===== config.mk =====
export PLATFORM = sky130hd
export DESIGN_NAME = serial_adder_flat
export DESIGN_NICKNAME = d
export VERILOG_FILES = /design/src/rtl/serial_adder_if.sv /design/src/rtl/serial_adder.sv /design/src/flat_wrapper.sv
export SDC_FILE = /design/constraint.sdc
export NUM_CORES = 1
export LEC_CHECK = 0
export ABC_CLOCK_PERIOD_IN_PS = 1500
export CAP_MARGIN = 25
export CORE_MARGIN = 2
export CORE_UTILIZATION = 45
export CTS_CLUSTER_SIZE = 16
export DETAILED_ROUTE_END_ITERATION = 8
export PLACE_DENSITY = 0.68
export SLEW_MARGIN = 10
export SYNTH_ARGS = -nofsm -noshare
export SYNTH_HDL_FRONTEND = slang
export SYNTH_SLANG_ARGS = --single-unit
export TNS_END_PERCENT = 100

===== constraint.sdc =====
create_clock -name clk -period 1.5 [get_ports clk]
set_input_delay 0.225 -clock clk [delete_from_list [all_inputs] [get_ports clk]]
set_output_delay 0.225 -clock clk [all_outputs]
set_load 0.02 [all_outputs]

===== src/rtl/serial_adder_if.sv =====
// Handshake and operand/result bundle for serial_adder.
// The optional sub signal exists only when SERIAL_ADDER_SUB_EN is defined.
interface serial_adder_if #(parameter int WIDTH = 8);
   logic             start;
   logic [WIDTH-1:0] A;
   logic [WIDTH-1:0] B;
`ifdef SERIAL_ADDER_SUB_EN
   logic             sub;
`endif
   logic             ready;
   logic [WIDTH-1:0] sum;
   logic             carry;
   logic             done;
   logic [1:0]       dbg_state;

   // Handshake: start is accepted on a rising edge where ready=1; done pulses
   // for one cycle when sum/carry have just been updated.
`ifdef SERIAL_ADDER_SUB_EN
   modport master (output start, A, B, sub, input ready, sum, carry, done, dbg_state);
   modport slave  (input start, A, B, sub, output ready, sum, carry, done, dbg_state);
`else
   modport master (output start, A, B, input ready, sum, carry, done, dbg_state);
   modport slave  (input start, A, B, output ready, sum, carry, done, dbg_state);
`endif
endinterface


===== src/rtl/serial_adder.sv =====
// Bit-serial LSB-first adder: one half-adder pair plus a carry flop, WIDTH+1 clocks per result.
// Optional subtract mode enabled by defining SERIAL_ADDER_SUB_EN.
module serial_adder #(
   parameter int WIDTH = 8
) (
   input logic          clk,
   input logic          rst,
   serial_adder_if.slave bus
);
   localparam int CW = (WIDTH > 1) ? $clog2(WIDTH) : 1;

   typedef enum logic [1:0] {
      IDLE = 2'd0,
      RUN  = 2'd1,
      DONE = 2'd2
   } state_e;

   state_e           state_q, state_d;
   logic [WIDTH-1:0] a_q, a_d;
   logic [WIDTH-1:0] b_q, b_d;
   logic [WIDTH-1:0] res_q, res_d;
   logic             c_q, c_d;
   logic [CW-1:0]    cnt_q, cnt_d;
   logic [WIDTH-1:0] sum_q, sum_d;
   logic             carry_q, carry_d;
   logic             done_q, done_d;

   logic sub_in;
   logic ha_p, ha_g, bit_s;

`ifdef SERIAL_ADDER_SUB_EN
   assign sub_in = bus.sub;
`else
   assign sub_in = 1'b0;
`endif

   always_comb begin
      state_d = state_q;
      a_d     = a_q;
      b_d     = b_q;
      res_d   = res_q;
      c_d     = c_q;
      cnt_d   = cnt_q;
      sum_d   = sum_q;
      carry_d = carry_q;
      done_d  = 1'b0;
      ha_p    = a_q[0] ^ b_q[0];
      ha_g    = a_q[0] & b_q[0];
      bit_s   = ha_p ^ c_q;
      case (state_q)
         IDLE, DONE: begin
            if (bus.start) begin
               state_d = RUN;
               a_d     = bus.A;
               // Subtraction is A + ~B + 1: invert B and seed the carry.
               b_d     = sub_in ? ~bus.B : bus.B;
               c_d     = sub_in;
               cnt_d   = '0;
               res_d   = '0;
            end else begin
               state_d = IDLE;
            end
         end
         RUN: begin
            c_d            = ha_g | (c_q & ha_p);
            a_d            = a_q >> 1;
            b_d            = b_q >> 1;
            res_d          = res_q >> 1;
            res_d[WIDTH-1] = bit_s;
            cnt_d          = cnt_q + CW'(1);
            if (cnt_q == CW'(WIDTH - 1)) begin
               state_d = DONE;
               sum_d   = res_d;
               carry_d = c_d;
               done_d  = 1'b1;
            end
         end
         default: state_d = IDLE;
      endcase
   end

   always_ff @(posedge clk) begin
      if (rst) begin
         state_q <= IDLE;
         a_q     <= '0;
         b_q     <= '0;
         res_q   <= '0;
         c_q     <= 1'b0;
         cnt_q   <= '0;
         sum_q   <= '0;
         carry_q <= 1'b0;
         done_q  <= 1'b0;
      end else begin
         state_q <= state_d;
         a_q     <= a_d;
         b_q     <= b_d;
         res_q   <= res_d;
         c_q     <= c_d;
         cnt_q   <= cnt_d;
         sum_q   <= sum_d;
         carry_q <= carry_d;
         done_q  <= done_d;
      end
   end

   assign bus.ready     = (state_q == IDLE) || (state_q == DONE);
   assign bus.sum       = sum_q;
   assign bus.carry     = carry_q;
   assign bus.done      = done_q;
   assign bus.dbg_state = state_q;
endmodule


===== src/flat_wrapper.sv =====
// flat-port wrapper written by rule: the top's interface ports become plain ports
module serial_adder_flat 
#(
   parameter int WIDTH = 8
)
  (clk, rst, bus_start, bus_A, bus_B, bus_ready, bus_sum, bus_carry, bus_done, bus_dbg_state);
  serial_adder_if #(.WIDTH(WIDTH)) bus_i ();
  input logic clk;
  input logic rst;
  input wire logic [$bits(bus_i.start)-1:0] bus_start;
  input wire logic [$bits(bus_i.A)-1:0] bus_A;
  input wire logic [$bits(bus_i.B)-1:0] bus_B;
  output wire logic [$bits(bus_i.ready)-1:0] bus_ready;
  output wire logic [$bits(bus_i.sum)-1:0] bus_sum;
  output wire logic [$bits(bus_i.carry)-1:0] bus_carry;
  output wire logic [$bits(bus_i.done)-1:0] bus_done;
  output wire logic [$bits(bus_i.dbg_state)-1:0] bus_dbg_state;
  assign bus_i.start = bus_start;
  assign bus_i.A = bus_A;
  assign bus_i.B = bus_B;
  assign bus_ready = bus_i.ready;
  assign bus_sum = bus_i.sum;
  assign bus_carry = bus_i.carry;
  assign bus_done = bus_i.done;
  assign bus_dbg_state = bus_i.dbg_state;
  serial_adder #(.WIDTH(WIDTH)) u_core (.clk(clk), .rst(rst), .bus(bus_i));
endmodule

==> metrics.md <==
| Metric | Value |
|---|---|
| Design Power | `2.095 mW` |
| Initial DRC Count | `62` |
| I/O pin cnt | `32` |
| Yosys warnings | `0` |
| Root buffer cell | `clkbuf_4` |
| Row count | `21` |
| Vias in the first global route | `1320` |
| WL per Instance | `11.70 um` |
| Worst slew margin relative to its limit | `0.7338` |
| Core area | `0.003390 mm^2` |
| Crit path time final | `1359 ps` |
| Fillers | `318` |
| Skew final | `10.47 ps` |
| RSZ-0062 raised after global routing | `no` |
| Final nets | `241` |
| Yosys top cell by area | `dfxtp_1` |
| Crit path DAT | `1630 ps` |
| Synth cell count leaders | `49 x nand2_1, 39 x dfxtp_1, 22 x a21oi_1, 22 x nand3_1, 17 x nor2_1` |
| Async S/R FF share, synth | `0` |
| Worst VDD drop | `0.6000 mV` |
| Worst Path Required | `1780 ps` |
| Post-route setup TNS | `0 ps` |
| CTS H-tree depth | `2` |
| Reg clk slew, reported paths | `120 ps` |
| CTS tree | `done` |
| Worst-Margin Slew | `398.2 ps` |
| Top_reg_cell synth | `dfxtp_1` |
| Synth Net Count | `214` |
| CP Launch Type | `register` |
| GPL Wtd Cong | `0.7820` |
| Clock Tree Buf Depth | `2` |
| Largest net degree at the start of global routing | `43` |
| Clk sinks | `39` |
| Initial DRT Pass Iterations | `4` |
| Chip height | `63.82 um` |
| Layout cells sized above 1 | `0.09545` |
| Outcome | `completed` |
| Multi-input combinational cell area | `719.4 um^2` |
| F_max | `0.7358 GHz` |
| Post-synthesis cell area | `0.001610 mm^2` |
| Worst Path Max Fanout | `11` |
| Area contributors post-synth | `dfxtp_1 48%, nand2_1 11%, a21oi_1 6.8%` |
| DR top layer | `met4` |
| Syn-to-layout area delta | `26.11%` |
| Metal3 WL | `179 um` |
| Yosys top cell area share | `0.4848` |
| Sequential Area | `780.7 um^2` |
| Pins Over Slew Limit | `0` |
| Vias per cell | `5.233` |
| Count leader, synth | `nand2_1` |
| Final hold vios | `0` |
| Final Setup Violations | `0` |
| Critical Path End Type | `register` |
| CTS Buf Count | `5` |
| Post-route clock period utilization | `0.9060` |
| Number of buffer cells added on primary ports | `31` |
| Chip width | `63.82 um` |
| Metal1 wirelength | `1322 um` |
| Hold Buf Count CTS | `0` |
| Post-detail-place hpwl | `2049 um` |
| Antenna violations before repair | `0` |
| Yosys reg bits | `39` |
| Met2 WL post-DR | `1595 um` |
| Post-synth cell types | `19` |
| DR DRC count | `0` |
| GRT Resource Usage Total | `0.1677` |
| Maxcap violations | `0` |
| Fin util | `0.5991` |
| Drt total wl | `3113 um` |
| HP Class | `in2reg` |
| Synth Instances | `192` |
| DR vias | `1392` |
| PD cells | `1032 mW/mm^2` |
| Final setup margin | `141.0 ps` |
| Kind of critical path | `reg2reg` |
| Ant diodes | `0` |
| Routed Antenna Nets | `0` |
| Post-synth EDFFs | `0` |
| Clk Latency, worst-skew pair | `340 ps` |
| Sequential area share after synthesis | `0.4848` |
| Total die area | `0.004073 mm^2` |
| Mean Syn Cell Area | `8.387 um^2` |
| Initial Util | `0.4751` |
| Dpl ws | `-14.40 ps` |
| Global-route wire length before repair | `5402 um` |
| LEAKAGE | `0.8027 nW` |
| Total global routing overflow | `0` |
## logic make-up (layout without fill, tap and decap cells)
kind of cell	Yosys count	after routing	share of synthesized area
compound gates	37	37	0.1725
buf+inv	19	47	0.06837
simple gates	94	94	0.2463
fa+ha+maj	3	3	0.02797
flops	39	39	0.4848
## cell usage in the layout (no fill, tap or decap), drive strengths merged
master         count
dlygate4sd2       12
nand2b             3
bufinv             1
clkdlybuf4s50     18
clkbuf             5
buf                7
dlymetal6s2s       1
a21oi             22
clkinv             2
dfxtp             39
nor2b              2
a311oi            14
inv                1
nand3b             1
nand3             22
ha                 2
fa                 1
o21a               1
nor2              17
nand2             49
## stage by stage
step	hold slack [ps]	cell area (um^2)	instances
2_1_floorplan	361.0	1610	192
3_3_place_gp	442.4	1962	258
3_5_place_dp	448.0	1962	258
4_1_cts	414.7	2028	266
5_1_grt	429.1	2031	266
6_report	419.7	2031	266
## path summary, 6_finish.rpt
kind,slack (ps),depth (start not counted),from,to
setup / recovery,140,5,u_core.cnt_q[0],u_core.bus.sum[5]
hold / removal,420,3,bus_A[7],u_core.a_q[7]
hold reg to reg,460,2,u_core.bus.sum[0],u_core.bus.sum[0]
setup reg to reg,140,5,u_core.cnt_q[0],u_core.bus.sum[5]
## routing by layer
layer  vias to the layer above  track usage
met5                         -            0
met2                        38       0.3060
met3                         2      0.05810
met1                       650       0.1809
met4                         0      0.04891
li1                        702            -
## worst max-delay path: stages, from the launching register on
cell and delay, ps:
dfxtp_1 340, ha_1 200, ha_1 190, nand3b_1 320, nand2_1 100, a21oi_1 160
## report_power, final
part / internal, mW / switching [mW] / total (mW)
clock: 0.351 / 0.352 / 0.702
combinational: 0.133 / 0.149 / 0.282
sequential: 1.08 / 0.0275 / 1.11
total: 1.57 / 0.528 / 2.10
## flip-flops by register name (all words and copies together), names as in the netlist
signal,cells
u_core.a_q,8
u_core.b_q,8
u_core.bus.carry,1
u_core.bus.dbg_state,2
u_core.bus.done,1
u_core.bus.sum,8
u_core.c_q,1
u_core.cnt_q,3
u_core.res_q,7
## layout make-up
| class | count | area share |
|---|---|---|
| Clock buffer | 5 | 0.01848 |
| Clock inverter | 3 | 0.02156 |
| Inverter | 1 | 0.001848 |
| Multi-Input combinational cell | 134 | 0.3543 |
| Sequential cell | 39 | 0.3845 |
| Tap cell | 46 | 0.02834 |
| Timing Repair Buffer | 38 | 0.1910 |
## timing repair
item,in CTS,in global routing
resized for setup,12,1
pin swaps,0,0
endpoints found under the setup margin,12,1
buffers inserted,0,0
Note: power is estimated with default switching activity, not from simulation.
